### src/rtl/cache_ctrl_assoc_pkg.sv
// Shared types and address-slicing helpers for the set-associative cache controller.
package cache_ctrl_pkg;

  typedef enum logic [1:0] {
    IDLE,
    COMPARE,
    WRITE_BACK,
    ALLOCATE
  } state_e;

  typedef enum logic {
    OP_READ,
    OP_WRITE
  } op_e;

  // Extract a w-bit field starting at bit lsb from a zero-extended address.
  function automatic logic [63:0] addr_field(input logic [63:0] a,
                                             input int unsigned lsb,
                                             input int unsigned w);
    logic [63:0] mask;
    mask = (w >= 64) ? '1 : ((64'd1 << w) - 64'd1);
    return (a >> lsb) & mask;
  endfunction

  function automatic logic [63:0] addr_index(input logic [63:0] a,
                                             input int unsigned off_w,
                                             input int unsigned idx_w);
    return addr_field(a, off_w, idx_w);
  endfunction

  function automatic logic [63:0] addr_tag(input logic [63:0] a,
                                           input int unsigned addr_w,
                                           input int unsigned off_w,
                                           input int unsigned idx_w);
    return addr_field(a, off_w + idx_w, addr_w - off_w - idx_w);
  endfunction

endpackage

### src/rtl/cache_ctrl_assoc_if.sv
// CPU request port plus memory transfer port of the cache controller.
interface cache_ctrl_assoc_if #(
  parameter int unsigned ADDR_W = 24,
  parameter int unsigned WAY_W  = 1
);
  logic              read_req;
  logic              write_req;
  logic [ADDR_W-1:0] addr;
  logic              mem_ready;
  logic              req_ready;
  logic              done;
  logic              hit;
  logic              evict;
  logic              write_back;
  logic              allocate;
  logic [ADDR_W-1:0] mem_addr;
  logic [WAY_W-1:0]  victim_way;

  // Requester / memory side.
  modport master (
    output read_req, write_req, addr, mem_ready,
    input  req_ready, done, hit, evict, write_back, allocate, mem_addr, victim_way
  );

  // Controller side.
  modport slave (
    input  read_req, write_req, addr, mem_ready,
    output req_ready, done, hit, evict, write_back, allocate, mem_addr, victim_way
  );
endinterface

### src/rtl/cache_ctrl_assoc_lru_age.sv
// Next-age vector for one set after touching one way (true LRU by age ranking).
module cache_lru_age
  import cache_ctrl_pkg::*;
#(
  parameter int unsigned WAYS  = 2,
  parameter int unsigned WAY_W = 1
) (
  input  logic [WAYS-1:0][WAY_W-1:0] ages_i,
  input  logic [WAY_W-1:0]           touch_i,
  output logic [WAYS-1:0][WAY_W-1:0] ages_o
);

  logic [WAY_W-1:0] touched_age;

  // Younger ways than the touched one age by one; touched way becomes youngest.
  always_comb begin
    touched_age = ages_i[touch_i];
    ages_o      = ages_i;
    for (int unsigned w = 0; w < WAYS; w++) begin
      if (ages_i[w] < touched_age) begin
        ages_o[w] = ages_i[w] + WAY_W'(1);
      end
    end
    ages_o[touch_i] = '0;
  end

endmodule

### src/rtl/cache_ctrl_assoc.sv
// N-way set-associative write-back/write-allocate cache tag and control engine.
module cache_ctrl_assoc
  import cache_ctrl_pkg::*;
#(
  parameter int unsigned ADDR_W   = 24,
  parameter int unsigned OFFSET_W = 4,
  parameter int unsigned SETS     = 16,
  parameter int unsigned WAYS     = 2
) (
  input  logic              clk,
  input  logic              rst,
  cache_ctrl_assoc_if.slave bus
);

  localparam int unsigned IDX_W = $clog2(SETS);
  localparam int unsigned WAY_W = (WAYS > 1) ? $clog2(WAYS) : 1;
  localparam int unsigned TAG_W = ADDR_W - OFFSET_W - IDX_W;

  state_e            state_q, state_d;
  op_e               op_q, op_d;
  logic [ADDR_W-1:0] addr_q, addr_d;
  logic [WAY_W-1:0]  victim_q, victim_d;

  logic [SETS-1:0][WAYS-1:0]             valid_q, valid_d;
  logic [SETS-1:0][WAYS-1:0]             dirty_q, dirty_d;
  logic [SETS-1:0][WAYS-1:0][TAG_W-1:0]  tag_q, tag_d;
  logic [SETS-1:0][WAYS-1:0][WAY_W-1:0]  age_q, age_d;

  logic [IDX_W-1:0]  req_idx;
  logic [TAG_W-1:0]  req_tag;
  logic [ADDR_W-1:0] req_line;
  logic [ADDR_W-1:0] victim_line;
  logic [WAY_W-1:0]  line_way;

  logic              hit_any;
  logic [WAY_W-1:0]  hit_way;
  logic              inv_found;
  logic [WAY_W-1:0]  victim_sel;
  logic [WAY_W-1:0]  max_age;
  logic              victim_valid;
  logic              victim_dirty;

  logic [WAY_W-1:0]            touch_way;
  logic [WAYS-1:0][WAY_W-1:0]  next_ages;

  logic              req_ready;
  logic              done;
  logic              hit;
  logic              evict;
  logic              write_back;
  logic              allocate;
  logic [ADDR_W-1:0] mem_addr;
  logic [WAY_W-1:0]  victim_way;

  assign req_idx  = IDX_W'(addr_index(64'(addr_q), OFFSET_W, IDX_W));
  assign req_tag  = TAG_W'(addr_tag(64'(addr_q), ADDR_W, OFFSET_W, IDX_W));
  assign req_line = {req_tag, req_idx, {OFFSET_W{1'b0}}};

  // The victim way is still being chosen in COMPARE; afterwards it is the latched one.
  assign line_way    = (state_q == COMPARE) ? victim_sel : victim_q;
  assign victim_line = {tag_q[req_idx][line_way], req_idx, {OFFSET_W{1'b0}}};

  // Tag match across all ways of the addressed set.
  always_comb begin
    hit_any = 1'b0;
    hit_way = '0;
    for (int unsigned w = 0; w < WAYS; w++) begin
      if (!hit_any && valid_q[req_idx][w] && (tag_q[req_idx][w] == req_tag)) begin
        hit_any = 1'b1;
        hit_way = WAY_W'(w);
      end
    end
  end

  // Victim choice: lowest-index invalid way, otherwise the oldest way.
  always_comb begin
    inv_found  = 1'b0;
    victim_sel = '0;
    max_age    = '0;
    for (int unsigned w = 0; w < WAYS; w++) begin
      if (!inv_found && !valid_q[req_idx][w]) begin
        inv_found  = 1'b1;
        victim_sel = WAY_W'(w);
      end
    end
    if (!inv_found) begin
      for (int unsigned w = 0; w < WAYS; w++) begin
        if (age_q[req_idx][w] > max_age) begin
          max_age    = age_q[req_idx][w];
          victim_sel = WAY_W'(w);
        end
      end
    end
    victim_valid = valid_q[req_idx][victim_sel];
    victim_dirty = dirty_q[req_idx][victim_sel];
  end

  // A hit touches the matching way; a fill touches the latched victim.
  assign touch_way = (state_q == COMPARE) ? hit_way : victim_q;

  cache_lru_age #(
    .WAYS  (WAYS),
    .WAY_W (WAY_W)
  ) u_lru (
    .ages_i (age_q[req_idx]),
    .touch_i(touch_way),
    .ages_o (next_ages)
  );

  // Next-state, array updates and outputs of the request FSM.
  always_comb begin
    state_d    = state_q;
    op_d       = op_q;
    addr_d     = addr_q;
    victim_d   = victim_q;
    valid_d    = valid_q;
    dirty_d    = dirty_q;
    tag_d      = tag_q;
    age_d      = age_q;
    req_ready  = 1'b0;
    done       = 1'b0;
    hit        = 1'b0;
    evict      = 1'b0;
    write_back = 1'b0;
    allocate   = 1'b0;
    mem_addr   = '0;
    victim_way = '0;

    case (state_q)
      IDLE: begin
        req_ready = 1'b1;
        if (bus.read_req || bus.write_req) begin
          addr_d  = bus.addr;
          op_d    = bus.write_req ? OP_WRITE : OP_READ;
          state_d = COMPARE;
        end
      end

      COMPARE: begin
        if (hit_any) begin
          done       = 1'b1;
          hit        = 1'b1;
          victim_way = hit_way;
          mem_addr   = req_line;
          age_d[req_idx] = next_ages;
          if (op_q == OP_WRITE) begin
            dirty_d[req_idx][hit_way] = 1'b1;
          end
          state_d = IDLE;
        end else begin
          victim_d   = victim_sel;
          victim_way = victim_sel;
          evict      = victim_valid;
          if (victim_valid && victim_dirty) begin
            mem_addr = victim_line;
            state_d  = WRITE_BACK;
          end else begin
            mem_addr = req_line;
            state_d  = ALLOCATE;
          end
        end
      end

      WRITE_BACK: begin
        write_back = 1'b1;
        victim_way = victim_q;
        mem_addr   = victim_line;
        if (bus.mem_ready) begin
          dirty_d[req_idx][victim_q] = 1'b0;
          state_d = ALLOCATE;
        end
      end

      ALLOCATE: begin
        allocate   = 1'b1;
        victim_way = victim_q;
        mem_addr   = req_line;
        if (bus.mem_ready) begin
          tag_d[req_idx][victim_q]   = req_tag;
          valid_d[req_idx][victim_q] = 1'b1;
          dirty_d[req_idx][victim_q] = (op_q == OP_WRITE);
          age_d[req_idx]             = next_ages;
          done    = 1'b1;
          state_d = IDLE;
        end
      end

      default: state_d = IDLE;
    endcase
  end

  // State and tag/valid/dirty/age storage; ages reset to the identity ranking.
  always_ff @(posedge clk or posedge rst) begin
    if (rst) begin
      state_q  <= IDLE;
      op_q     <= OP_READ;
      addr_q   <= '0;
      victim_q <= '0;
      valid_q  <= '0;
      dirty_q  <= '0;
      tag_q    <= '0;
      for (int unsigned s = 0; s < SETS; s++) begin
        for (int unsigned w = 0; w < WAYS; w++) begin
          age_q[s][w] <= WAY_W'(w);
        end
      end
    end else begin
      state_q  <= state_d;
      op_q     <= op_d;
      addr_q   <= addr_d;
      victim_q <= victim_d;
      valid_q  <= valid_d;
      dirty_q  <= dirty_d;
      tag_q    <= tag_d;
      age_q    <= age_d;
    end
  end

  assign bus.req_ready  = req_ready;
  assign bus.done       = done;
  assign bus.hit        = hit;
  assign bus.evict      = evict;
  assign bus.write_back = write_back;
  assign bus.allocate   = allocate;
  assign bus.mem_addr   = mem_addr;
  assign bus.victim_way = victim_way;

endmodule

### src/flat_wrapper.sv
// flat-port wrapper written by rule: the top's interface ports become plain ports
module cache_ctrl_assoc_flat import cache_ctrl_pkg::*;
#(
  parameter int unsigned ADDR_W   = 24,
  parameter int unsigned OFFSET_W = 4,
  parameter int unsigned SETS     = 16,
  parameter int unsigned WAYS     = 2
)
  (clk, rst, bus_read_req, bus_write_req, bus_addr, bus_mem_ready, bus_req_ready, bus_done, bus_hit, bus_evict, bus_write_back, bus_allocate, bus_mem_addr, bus_victim_way);
  cache_ctrl_assoc_if #(.ADDR_W(ADDR_W), .WAY_W(1)) bus_i ();
  input  logic clk;
  input  logic rst;
  input wire logic [$bits(bus_i.read_req)-1:0] bus_read_req;
  input wire logic [$bits(bus_i.write_req)-1:0] bus_write_req;
  input wire logic [$bits(bus_i.addr)-1:0] bus_addr;
  input wire logic [$bits(bus_i.mem_ready)-1:0] bus_mem_ready;
  output wire logic [$bits(bus_i.req_ready)-1:0] bus_req_ready;
  output wire logic [$bits(bus_i.done)-1:0] bus_done;
  output wire logic [$bits(bus_i.hit)-1:0] bus_hit;
  output wire logic [$bits(bus_i.evict)-1:0] bus_evict;
  output wire logic [$bits(bus_i.write_back)-1:0] bus_write_back;
  output wire logic [$bits(bus_i.allocate)-1:0] bus_allocate;
  output wire logic [$bits(bus_i.mem_addr)-1:0] bus_mem_addr;
  output wire logic [$bits(bus_i.victim_way)-1:0] bus_victim_way;
  assign bus_i.read_req = bus_read_req;
  assign bus_i.write_req = bus_write_req;
  assign bus_i.addr = bus_addr;
  assign bus_i.mem_ready = bus_mem_ready;
  assign bus_req_ready = bus_i.req_ready;
  assign bus_done = bus_i.done;
  assign bus_hit = bus_i.hit;
  assign bus_evict = bus_i.evict;
  assign bus_write_back = bus_i.write_back;
  assign bus_allocate = bus_i.allocate;
  assign bus_mem_addr = bus_i.mem_addr;
  assign bus_victim_way = bus_i.victim_way;
  cache_ctrl_assoc #(.ADDR_W(ADDR_W), .OFFSET_W(OFFSET_W), .SETS(SETS), .WAYS(WAYS)) u_core (.clk(clk), .rst(rst), .bus(bus_i));
endmodule
### config.mk
export PLATFORM = sky130hd
export DESIGN_NAME = cache_ctrl_assoc_flat
export DESIGN_NICKNAME = d
export VERILOG_FILES = /design/src/rtl/cache_ctrl_assoc_pkg.sv /design/src/rtl/cache_ctrl_assoc_if.sv /design/src/rtl/cache_ctrl_assoc_lru_age.sv /design/src/rtl/cache_ctrl_assoc.sv /design/src/flat_wrapper.sv
export SDC_FILE = /design/constraint.sdc
export NUM_CORES = 1
export LEC_CHECK = 0
export BUFFER_PORTS_ARGS = -buffer_cell sky130_fd_sc_hd__buf_4
export CORE_MARGIN = 1.5
export CORE_UTILIZATION = 50
export CTS_BUF_LIST = sky130_fd_sc_hd__clkbuf_4
export DETAILED_ROUTE_END_ITERATION = 10
export PLACE_DENSITY_LB_ADDON = 0.1
export SYNTH_ARGS = -nofsm -noshare
export SYNTH_HDL_FRONTEND = slang
export SYNTH_HIERARCHICAL = 1
export SYNTH_SLANG_ARGS = --single-unit
### constraint.sdc
create_clock -name clk -period 37.3 [get_ports clk]
set_input_delay 9.325 -clock clk [delete_from_list [all_inputs] [get_ports clk]]
set_output_delay 9.325 -clock clk [all_outputs]
set_load 0.01 [all_outputs]
==> Flow_metrics.wiki <==
{| class="wikitable"
! Metric !! Value
|-
| Leakage power figure || roughly 16 nW
|-
| Number of warning messages in the yosys log || 6
|-
| DRC violation count after routing || 0
|-
| Clock Sinks || roughly 630
|-
| Post-route minimum period || 19,350 ps
|-
| Area leader, netlist || dfrtp_1
|-
| Endpoint required time on the critical path || between 20,000 and 30,000 ps
|-
| Cell-by-cell listing of the critical path || buf_4, o21ai_1, buf_4, nor2_1, buf_4
|-
| Most common cell in the synthesized netlist || dfrtp_1
|-
| Start of the worst register-to-register path || u_core/addr_q[7]
|-
| Critical Path Source Type || input pin
|-
| CTS clk-pin slew, worst paths || 60 ps
|-
| Site row count || 91
|-
| Number of buffers inserted by hold repair at cts || 0
|-
| Buffers & Inverters on Critical Path || 3
|-
| Avg WL per Cell || around 26 µm
|-
| Max-cap check violation count || 0
|-
| Cell types with the highest counts after synthesis || dfrtp_1, mux2_2, nand2_1
|-
| Share of Yosys cell area claimed by the top area cell type || between 40% and 50%
|-
| Post-Synth XOR/XNOR Area || less than 1%
|-
| Number of levels the H-tree was split into || 4
|-
| Outcome || finished clean
|-
| Remaining Overflow, GRT || 0
|-
| Share of flip-flops with an asynchronous set or reset after synthesis || between 90% and 100%
|-
| Gate Count Post-Synth || 2,452
|-
| Post-Synth Simple-Gate Area || roughly 7%
|-
| Reg-to-Reg End || u_core/age_q[19]
|-
| Flop and latch count out of synthesis || about 630
|-
| Cell count of the worst reg-to-reg path || 12
|-
| Hold Path Class || reg2reg
|-
| Post-synth EDFFs || 0
|-
| Power per cell area || approximately 87 nW/µm²
|-
| Worst EP arrival || approximately 10,000 ps
|-
| Arithmetic-cell share of the synthesized area counting full adders, half adders and majority gates || 0%
|-
| Capture endpoint of the worst hold path || u_core/valid_q[19]
|-
| Antenna violations before repair || 2
|-
| Combinational family with the most area after synthesis || multiplexers
|-
| Sequential cell area fraction in the yosys report || about half
|-
| CTS Root Cell || clkbuf_4
|-
| Most frequently used flop master after synthesis || dfrtp_1
|-
| Unrepaired setup endpoints after global routing || false
|-
| Wire length of the first global-routing pass || 139,400 µm
|-
| Kind of capture point of the worst setup path || output pin
|-
| Synth Area per Inst || 12.73 µm²
|-
| Peak Freq || 51.68 MHz
|-
| CTS-repair resized insts || 0
|-
| Most used cell along the critical path || buf_4
|-
| Number of endpoints with negative hold slack in the final report || 0
|-
| Total standard cell area after synthesis || roughly 31,000 µm²
|-
| Fraction of the cycle the final worst path needs || between 50% and 60%
|-
| Total CTS buffers || roughly 170
|-
| Horizontal extent of the die || 252.8 µm
|-
| Mux share of post-synthesis cell area || a little under 30%
|-
| Via count of the first global-routing pass || between 20,000 and 25,000
|-
| Final routed wirelength across all metal layers || 91,580 µm
|-
| Input/output buffers || 51
|-
| Post-detailed-route count of antenna-violating nets || 0
|-
| Setup violations, final || 0
|-
| Skew-Pair Late Insertion Delay || 1010 ps
|-
| Hold Path Cell Cnt || 1
|-
| Height of the chip || 252.8 µm
|-
| Power Total || 0.002999 W
|-
| Via total after detailed routing || 21,580
|-
| Compound-gate portion of the synthesized area || 8.448%
|-
| Maximum buffer depth of the clock tree || 3
|-
| Detailed Routing Iterations Pass 1 || 6
|-
| GP Congestion || just under 1
|-
| CTS tree || yes
|-
| Total routing resource utilization after global routing || between 20% and 30%
|-
| Initial standard-cell utilization of the core || approximately half
|-
| Worst vdd rail ir drop || roughly 0.054 mV
|-
| Area of the core || between 60,000 and 70,000 µm²
|-
| Slack of the worst reg-to-reg path || ~31,000 ps
|-
| Ports placed on the boundary || 60
|-
| Peak per-stage delay on the critical path || between 200 and 300 ps
|-
| Worst setup path class || in2out
|-
| Fraction of final layout cells sized beyond drive strength 1 || around two fifths
|-
| Largest delay share family, worst path || buffers and inverters
|-
| Via density per instance || 6.162
|-
| Start point of the worst min-delay path || u_core/valid_q[19]
|-
| Post-CTS setup buffer count || 0
|-
| Unique masters post-synth || 89
|-
| Leading post-synthesis cells by cell area || dfrtp_1, mux2_2, mux4_2, mux2i_1, o21ai_0
|-
| Slew Limit Headroom || 12.96%
|-
| Total die area || between 60,000 and 70,000 µm²
|-
| Max-slew violation total from the final report || 0
|-
| Cell with the largest stage delay on the worst path || buf_4
|-
| Accumulated negative setup slack || 0 ps
|-
| Placed wire-length estimate after detailed placement || about 57,000 µm
|-
| Actual transition at the worst max-transition pin || ~1300 ps
|-
| Pin count of the biggest net entering global routing || 179
|-
| Setup Skew || between 50 and 60 ps
|-
| Violation count after the first detailed-routing iteration || a little over 2,000
|-
| Largest fanout on the critical path || 18
|-
| Nets || between 2,000 and 3,000
|-
| Final cell utilization of the core || between 50% and 60%
|-
| Syn-to-layout area delta || 10.52%
|}
## cell families (layout without fill, tap and decap cells)
family,Yosys count,after routing
compound gates,404,404
xor+xnor,26,26
buf+inv,228,436
flops,632,632
mux,697,697
other cells,1,6
simple gates,464,464
## registers in the layout (all words and copies together) (netlist names), named ones only
signal / flops
u_core/valid_q: 32
u_core/victim_q: 1
u_core/op_q: 1
u_core/addr_q: 20
u_core/age_q: 32
u_core/dirty_q: 32
u_core/tag_q: 512
u_core/state_q: 1
## per-stage QoR
stage / setup WS (ps) / hold WS, ps / cell area, µm² / std cells
after CTS: 17960 / 466.6 / 34490 / 3500
after global placement: 17950 / 443.5 / 32250 / 3200
after global routing: 17870 / 479.5 / 34490 / 3502
after detailed placement: 17960 / 447.8 / 32250 / 3200
after floorplan: 10300 / 428.7 / 31220 / 2455
final: 17950 / 460.7 / 34490 / 3502
## placed cells by master, fill, tap and decap left out, drive strengths merged, types with 5 or more instances in the layout
cell type	netlist	final
a2111oi	5	5
a211oi	7	7
a21oi	34	34
a221oi	10	10
a22oi	36	36
a311o	10	10
and2	15	15
and3	5	5
buf	73	117
clkbuf	136	270
clkinv	1	21
clkinvlp	0	5
dfrtp	616	616
dfstp	16	16
inv	18	21
mux2	459	459
mux2i	107	107
mux4	131	131
nand2	215	215
nand2b	25	25
nand3	28	28
nor2	84	84
nor2b	14	14
nor3	13	13
nor4	7	7
nor4b	8	8
o211ai	6	6
o21ai	198	198
o221ai	6	6
o22ai	20	20
o31ai	19	19
o41ai	9	9
or2	27	27
xnor2	21	21
xor2	5	5
## layout make-up
class / instances / area (µm²)
clock buffers: 270 / 2027
multi-input cells: 1595 / 14380
clock inverters: 30 / 206.4
repair buffers: 117 / 903.4
flip-flops and latches: 632 / 15850
diodes: 2 / 5.005
well taps: 837 / 1047
inverters: 19 / 78.83
fillers: 5249 / 27220
## worst max-delay path by stage
| stage | from | to | slack (ps) | cells after the start |
|---|---|---|---|---|
| after floorplan | rst | asynchronous set/reset pin | 10300 | 1 |
| after CTS | bus_mem_ready | bus_done | 17960 | 5 |
| after global placement | bus_mem_ready | bus_done | 17950 | 5 |
| after global routing | bus_mem_ready | bus_done | 17870 | 5 |
| after detailed placement | bus_mem_ready | bus_done | 17960 | 5 |
| final | bus_mem_ready | bus_done | 17950 | 5 |
## metal layers
layer | wire length (µm) | vias up | share of wire (%) | global-route usage, %
met1 | 39190 | 11250 | 43 | 40.49
met5 | 12 | - | 0.013 | 0
li1 | - | 9289 | - | -
met3 | 7876 | 166 | 8.6 | 8.378
met4 | 2589 | 2 | 2.8 | 11.10
met2 | 41910 | 872 | 46 | 44.58
## power by group
part,internal [W],switching [W],leakage [nW],total [W]
Clock,0.000341,0.000289,1.33,0.000630
Combinational,0.000544,0.000752,6.09,0.00130
Sequential,0.000909,0.000163,8.46,0.00107
Total,0.00179,0.00120,15.9,0.00300
No activity file was read; power rests on OpenSTA's default activity.
